`src/rtl/cpu_pkg.sv`:
```
// Shared definitions for the MIPS-subset CPU: fetch FSM states, PC step and
// jump-target field layout.
package cpu_pkg;

    typedef enum logic [1:0] {
        IDLE  = 2'd0,
        REQ   = 2'd1,
        EXEC  = 2'd2,
        ERROR = 2'd3
    } state_t;

    localparam logic [31:0] PC_STEP = 32'd4;

    localparam logic [5:0] OPC_J   = 6'h02;
    localparam logic [5:0] OPC_JAL = 6'h03;

    localparam int J_TGT_MSB = 25;
    localparam int J_TGT_LSB = 0;

    // j/jal target: keep the 256 MB region of the following instruction.
    function automatic logic [31:0] jump_target(input logic [31:0] pc_plus_4,
                                                input logic [25:0] tgt);
        return {pc_plus_4[31:28], tgt, 2'b00};
    endfunction

endpackage

```
`src/rtl/next_pc_sel.sv`:
```
// Next-PC priority mux (jr > j/jal > taken branch > fall-through) with
// alignment and ROM-range fault detection.
module next_pc_sel
    import cpu_pkg::*;
#(
    parameter int ADDR_W = 14
) (
    input  logic [31:0] pc_plus_4_i,
    input  logic [25:0] jtarget_i,
    input  logic [31:0] addr_result_i,
    input  logic [31:0] read_data_1_i,
    input  logic        zero_i,
    input  logic        branch_i,
    input  logic        nbranch_i,
    input  logic        jmp_i,
    input  logic        jal_i,
    input  logic        jr_i,
    output logic [31:0] next_pc_o,
    output logic        fault_o
);

    logic taken;

    always_comb begin
        taken     = (branch_i & zero_i) | (nbranch_i & ~zero_i);
        next_pc_o = pc_plus_4_i;
        if (jr_i) begin
            next_pc_o = read_data_1_i;
        end else if (jmp_i | jal_i) begin
            next_pc_o = jump_target(pc_plus_4_i, jtarget_i);
        end else if (taken) begin
            next_pc_o = addr_result_i;
        end
        // Anything at or above the ROM size, including fall-through off the end.
        fault_o = (next_pc_o[1:0] != 2'b00) || ((next_pc_o >> (ADDR_W + 2)) != 32'd0);
    end

endmodule

```
`src/rtl/ifetch_sequencer.sv`:
```
// Instruction fetch / PC sequencing: requests a word from the multi-cycle ROM,
// holds it for the execute commit window, then advances the PC.
module ifetch_sequencer
    import cpu_pkg::*;
#(
    parameter logic [31:0] RESET_PC = 32'h0000_0000,
    parameter int          ADDR_W   = 14
) (
    input  logic              clock,
    input  logic              reset_n,
    output logic              imem_req,
    output logic [ADDR_W-1:0] imem_addr,
    input  logic              imem_ready,
    input  logic [31:0]       imem_rdata,
    output logic [31:0]       Instruction,
    output logic [31:0]       PC_plus_4,
    output logic              exec_valid,
    input  logic              stall,
    input  logic [31:0]       Addr_Result,
    input  logic              Zero,
    input  logic              Branch,
    input  logic              nBranch,
    input  logic              Jmp,
    input  logic              Jal,
    input  logic              Jr,
    input  logic [31:0]       Read_data_1,
    output logic              pc_err,
    output logic [31:0]       instr_count,
    output state_t            state_dbg
);

    // Handshake: in REQ, imem_req=1 with imem_addr held; the word is taken on
    // the first rising edge where imem_ready=1. imem_ready is ignored elsewhere.

    state_t      state_q;
    logic [31:0] pc_q;
    logic [31:0] instr_q;
    logic [31:0] count_q;
    logic        imem_req_q;
    logic        exec_valid_q;
    logic        pc_err_q;

    logic [31:0] next_pc;
    logic        fault;

    assign PC_plus_4   = pc_q + PC_STEP;
    assign imem_addr   = pc_q[ADDR_W+1:2];
    assign imem_req    = imem_req_q;
    assign exec_valid  = exec_valid_q;
    assign pc_err      = pc_err_q;
    assign Instruction = instr_q;
    assign instr_count = count_q;
    assign state_dbg   = state_q;

    next_pc_sel #(
        .ADDR_W (ADDR_W)
    ) u_next_pc_sel (
        .pc_plus_4_i   (PC_plus_4),
        .jtarget_i     (instr_q[J_TGT_MSB:J_TGT_LSB]),
        .addr_result_i (Addr_Result),
        .read_data_1_i (Read_data_1),
        .zero_i        (Zero),
        .branch_i      (Branch),
        .nbranch_i     (nBranch),
        .jmp_i         (Jmp),
        .jal_i         (Jal),
        .jr_i          (Jr),
        .next_pc_o     (next_pc),
        .fault_o       (fault)
    );

    always_ff @(posedge clock or negedge reset_n) begin
        if (!reset_n) begin
            state_q      <= IDLE;
            pc_q         <= RESET_PC;
            instr_q      <= 32'd0;
            count_q      <= 32'd0;
            imem_req_q   <= 1'b0;
            exec_valid_q <= 1'b0;
            pc_err_q     <= 1'b0;
        end else begin
            case (state_q)
                IDLE: begin
                    state_q    <= REQ;
                    imem_req_q <= 1'b1;
                end
                REQ: begin
                    if (imem_ready) begin
                        instr_q      <= imem_rdata;
                        state_q      <= EXEC;
                        imem_req_q   <= 1'b0;
                        exec_valid_q <= 1'b1;
                    end
                end
                EXEC: begin
                    if (!stall) begin
                        // A faulting instruction still retires; only the PC update is refused.
                        count_q      <= count_q + 32'd1;
                        exec_valid_q <= 1'b0;
                        if (fault) begin
                            state_q  <= ERROR;
                            pc_err_q <= 1'b1;
                        end else begin
                            pc_q       <= next_pc;
                            state_q    <= REQ;
                            imem_req_q <= 1'b1;
                        end
                    end
                end
                ERROR: begin
                    imem_req_q   <= 1'b0;
                    exec_valid_q <= 1'b0;
                end
                default: begin
                    state_q      <= IDLE;
                    imem_req_q   <= 1'b0;
                    exec_valid_q <= 1'b0;
                end
            endcase
        end
    end

endmodule

```
`config.mk`:
```
export PLATFORM = sky130hd
export DESIGN_NAME = ifetch_sequencer
export DESIGN_NICKNAME = d
export VERILOG_FILES = /design/src/rtl/cpu_pkg.sv /design/src/rtl/next_pc_sel.sv /design/src/rtl/ifetch_sequencer.sv
export SDC_FILE = /design/constraint.sdc
export NUM_CORES = 1
export LEC_CHECK = 0
export ABC_CLOCK_PERIOD_IN_PS = 3700
export CAP_MARGIN = 10
export CELL_PAD_IN_SITES_DETAIL_PLACEMENT = 1
export CELL_PAD_IN_SITES_GLOBAL_PLACEMENT = 1
export CORE_AREA = 10 10 151 139
export DETAILED_ROUTE_END_ITERATION = 10
export DIE_AREA = 0 0 161 149
export PLACE_DENSITY = 0.91
export SLEW_MARGIN = 20
export SYNTH_ARGS = -nofsm -noshare
export SYNTH_HDL_FRONTEND = slang
export SYNTH_SLANG_ARGS = --single-unit
```
`constraint.sdc`:
```
create_clock -name clock -period 3.7 [get_ports clock]
set_input_delay 0.37 -clock clock [delete_from_list [all_inputs] [get_ports clock]]
set_output_delay 0.37 -clock clock [all_outputs]
set_load 0.02 [all_outputs]
```
==> flow_summary.yaml, run 1 <==
outcome:
  status: "finished, final reports clean"
global_route:
  grt_use_total: 0.193
  grt_remaining_overflow: 0
  antenna_found_initial: 1
  first_global_vias: 5959
  grt_max_degree: 76
  grt_pass1_wl_um: 36600
timing:
  worst_pin_slew_ps: 916
  finalHoldViolCount: 0
  fin_crit_sh: 0.953
  slew_violations: 0
  timing.fmax_mhz: 284
  hold_ws_ps: 43.5
  finalSetupViolCount: 0
  relSlewSlack: 0.387
  fin_skew_ps: 9.60
  fin_crit_ps: 3530
  setup_slack_ps: 175
  tns_ps: 0
finish:
  syn_to_final_growth_pct: 48.6
  finalNonFillerCells: 1061
  design_area_mm2: 0.00853
  drive_gt1_frac: 0.107
  nets: 923
  fill_cells: 2053
  fin_util: 0.474
clock_tree:
  clk_pin_slew_ps: 80
  cts_buffers: 9
  tritoncts: "done"
  postCtsHoldBufs: 0
  htree_levels: 3
  clockRootBuffer: "clkbuf_16"
  clockBufferDepth: 2
  clk_latency_ps: 350
  cts.sinks: 101
placement:
  placed_cells: 1042
  placed_area_mm2: 0.00820
  place_hpwl_um: 18800
  routabilityCongestion: 0.938
  pre_cts_slack_ps: 90.4
  io_buffers: 220
setup_path:
  path_class: "reg -> reg"
  r2r_cells: 10
  regToRegEndpoint: "pc_q[4]"
  cp-startpoint: "pc_q[13]"
  crit_required_ps: 3940
  end_kind: "flip-flop"
  arrival_ps: 3760
  start_kind: "flip-flop"
  path_max_fanout: 32
  rr_startpoint: "pc_q[13]"
  critPathCapture: "pc_q[4]"
  r2r_slack_ps: 170
synth:
  yosys_register_bits: 101
  synth_warnings: 0
  synth_edf_count: 0
  post_synth_num_cell_types: 57
  netlist_area_mm2: 0.00574
  avgSynthCellArea_um2: 9.62
  async_reset_ff_frac: 1.00
  synth_top_area_frac: 0.440
  yosys-top-cells-area: "dfrtp_1 44%, mux2_2 7.3%, xnor2_1 5.8%"
  yosys.area.top_type: "dfrtp_1"
  ys.flop_type: "dfrtp_1"
  yosysSeqAreaShare: 0.440
  syn_nets: 710
  synthCells: 597
route:
  via_per_inst: 5.20
  detail-route-antenna-nets: 0
  wl_um: 23800
  route.detailed.drc: 0
  vias: 5515
  first_pass_iters: 4
  wire_per_inst_um: 22.4
  drtIter0Drc: 271
die:
  dieHeight_um: 149
  die_w_um: 161
  coreArea_mm2: 0.0180
  dieArea_mm2: 0.0240
  start_util: 0.319
  rows: 47
  boundaryPins: 221
power_and_ir_drop:
  vdd_ir_drop_max_v: 0.000249
  p_leak_nw: 3.55
  total_power_mw: 4.15
  power_density_mw_per_mm2: 486
min_path:
  hp-class: "in -> async"
flow_run:
  cap_viol_max_count: 0
-- cells by family (layout without fill, tap and decap cells) --
group | after synthesis | count (layout) | synth area share
buffers and inverters | 56 | 274 | 0.0493
other | 0 | 1 | 0
muxes | 54 | 54 | 0.105
and+or+nand+nor | 242 | 242 | 0.212
AOI/OAI and AO/OA | 85 | 85 | 0.0990
xor gates and xnor gates | 52 | 52 | 0.0793
DFF | 101 | 101 | 0.440
adders and majority gates | 7 | 7 | 0.0153
-- synthesized netlist by cell type (2+ instances only) --
cell type and instances:
or4_1 6, a31oi_1 9, nand2b_1 6, nand3_1 23, buf_4 17, or3_1 9, mux2_1 11, and3_1 13
nand4_1 16, xnor2_1 38, ha_1 7, mux2i_1 6, o21a_1 2, mux2_2 37, buf_1 4, a311oi_1 2
nor4_1 9, o21ai_0 29, o31ai_1 5, o2111ai_1 2, dfrtp_1 101, xor2_1 14, a21oi_1 11, o41ai_1 2
clkbuf_1 18, nor2b_1 16, o31a_1 8, and2_1 2, nor2_1 58, inv_1 15, and4_1 2, o311ai_0 2
nor3_1 13, nand2_1 61
-- report_power, final --
part	switching, mW	leakage (nW)	internal [mW]	total (mW)
logic	0.797	2.11	0.823	1.62
clock network	0.488	0.144	0.480	0.968
registers	0.228	1.29	1.33	1.56
-- worst max-delay path: stages (launching register included) --
cell	delay [ps]
dfrtp_1	490
nand4_1	200
buf_4	210
or4_1	560
o31ai_1	300
a31oi_1	180
nor4_1	390
nor2_1	150
nor4_4	290
buf_12	240
mux2_2	360
-- state kept, by name, indices dropped and copies added, names as in the netlist --
signal,count
exec_valid,1
imem_req,1
Instruction,32
state_dbg,2
instr_count,32
pc_q,32
pc_err,1
-- layer usage --
metal | vias to the layer above | GRT usage | wire length [um]
li1 | 2529 | - | -
met3 | 16 | 0.0748 | 2180
met2 | 222 | 0.330 | 11600
met4 | 0 | 0.0395 | 291
met5 | - | 0 | 0
met1 | 2748 | 0.227 | 9750
-- cell type report --
class                           instances  area (um^2)  area share
Clock inverter                          7         77.6     0.00910
Inverter                               15         56.3     0.00660
Sequential cell                       101         2530       0.296
Clock buffer                            9          225      0.0264
Antenna cell                            1         2.50    0.000293
Tap cell                              245          307      0.0359
Timing Repair Buffer                  243         2390       0.280
Multi-Input combinational cell        440         2940       0.345
-- repair_timing --
item,in CTS,in global routing
buffers inserted,0,2
endpoints found under the setup margin,0,15
resized for setup,0,2
-- cell usage in the layout, fill, tap and decap left out, types with 11 or more instances in the layout --
cell | Yosys | layout
a21oi_1 | 11 | 11
and3_1 | 13 | 13
buf_4 | 17 | 22
clkdlybuf4s50_1 | 0 | 219
dfrtp_1 | 101 | 101
inv_1 | 15 | 15
mux2_1 | 11 | 11
mux2_2 | 37 | 37
nand2_1 | 61 | 60
nand3_1 | 23 | 23
nand4_1 | 16 | 16
nor2_1 | 58 | 58
nor2b_1 | 16 | 16
nor3_1 | 13 | 13
o21ai_0 | 29 | 29
xnor2_1 | 38 | 38
xor2_1 | 14 | 14
-- worst min path at each step --
stage | to | startpoint | slack, ps | cells past startpoint
2_1_floorplan | Instruction[0] | reset_n | 70 | 0
3_3_place_gp | pc_err | pc_err | 460 | 1
3_5_place_dp | pc_err | pc_err | 470 | 1
4_1_cts | Instruction[25] | reset_n | 240 | 1
5_1_grt | Instruction[25] | reset_n | 90 | 1
6_report | Instruction[25] | reset_n | 40 | 1
Note: power is estimated with default switching activity, not from simulation.
==> inputs of run 2 (changes only) <==
Settings changed: CTS_CLUSTER_SIZE set to 8.
==> results of run 2 <==
Final layout, timing and power as in run 1 (identical DEF).
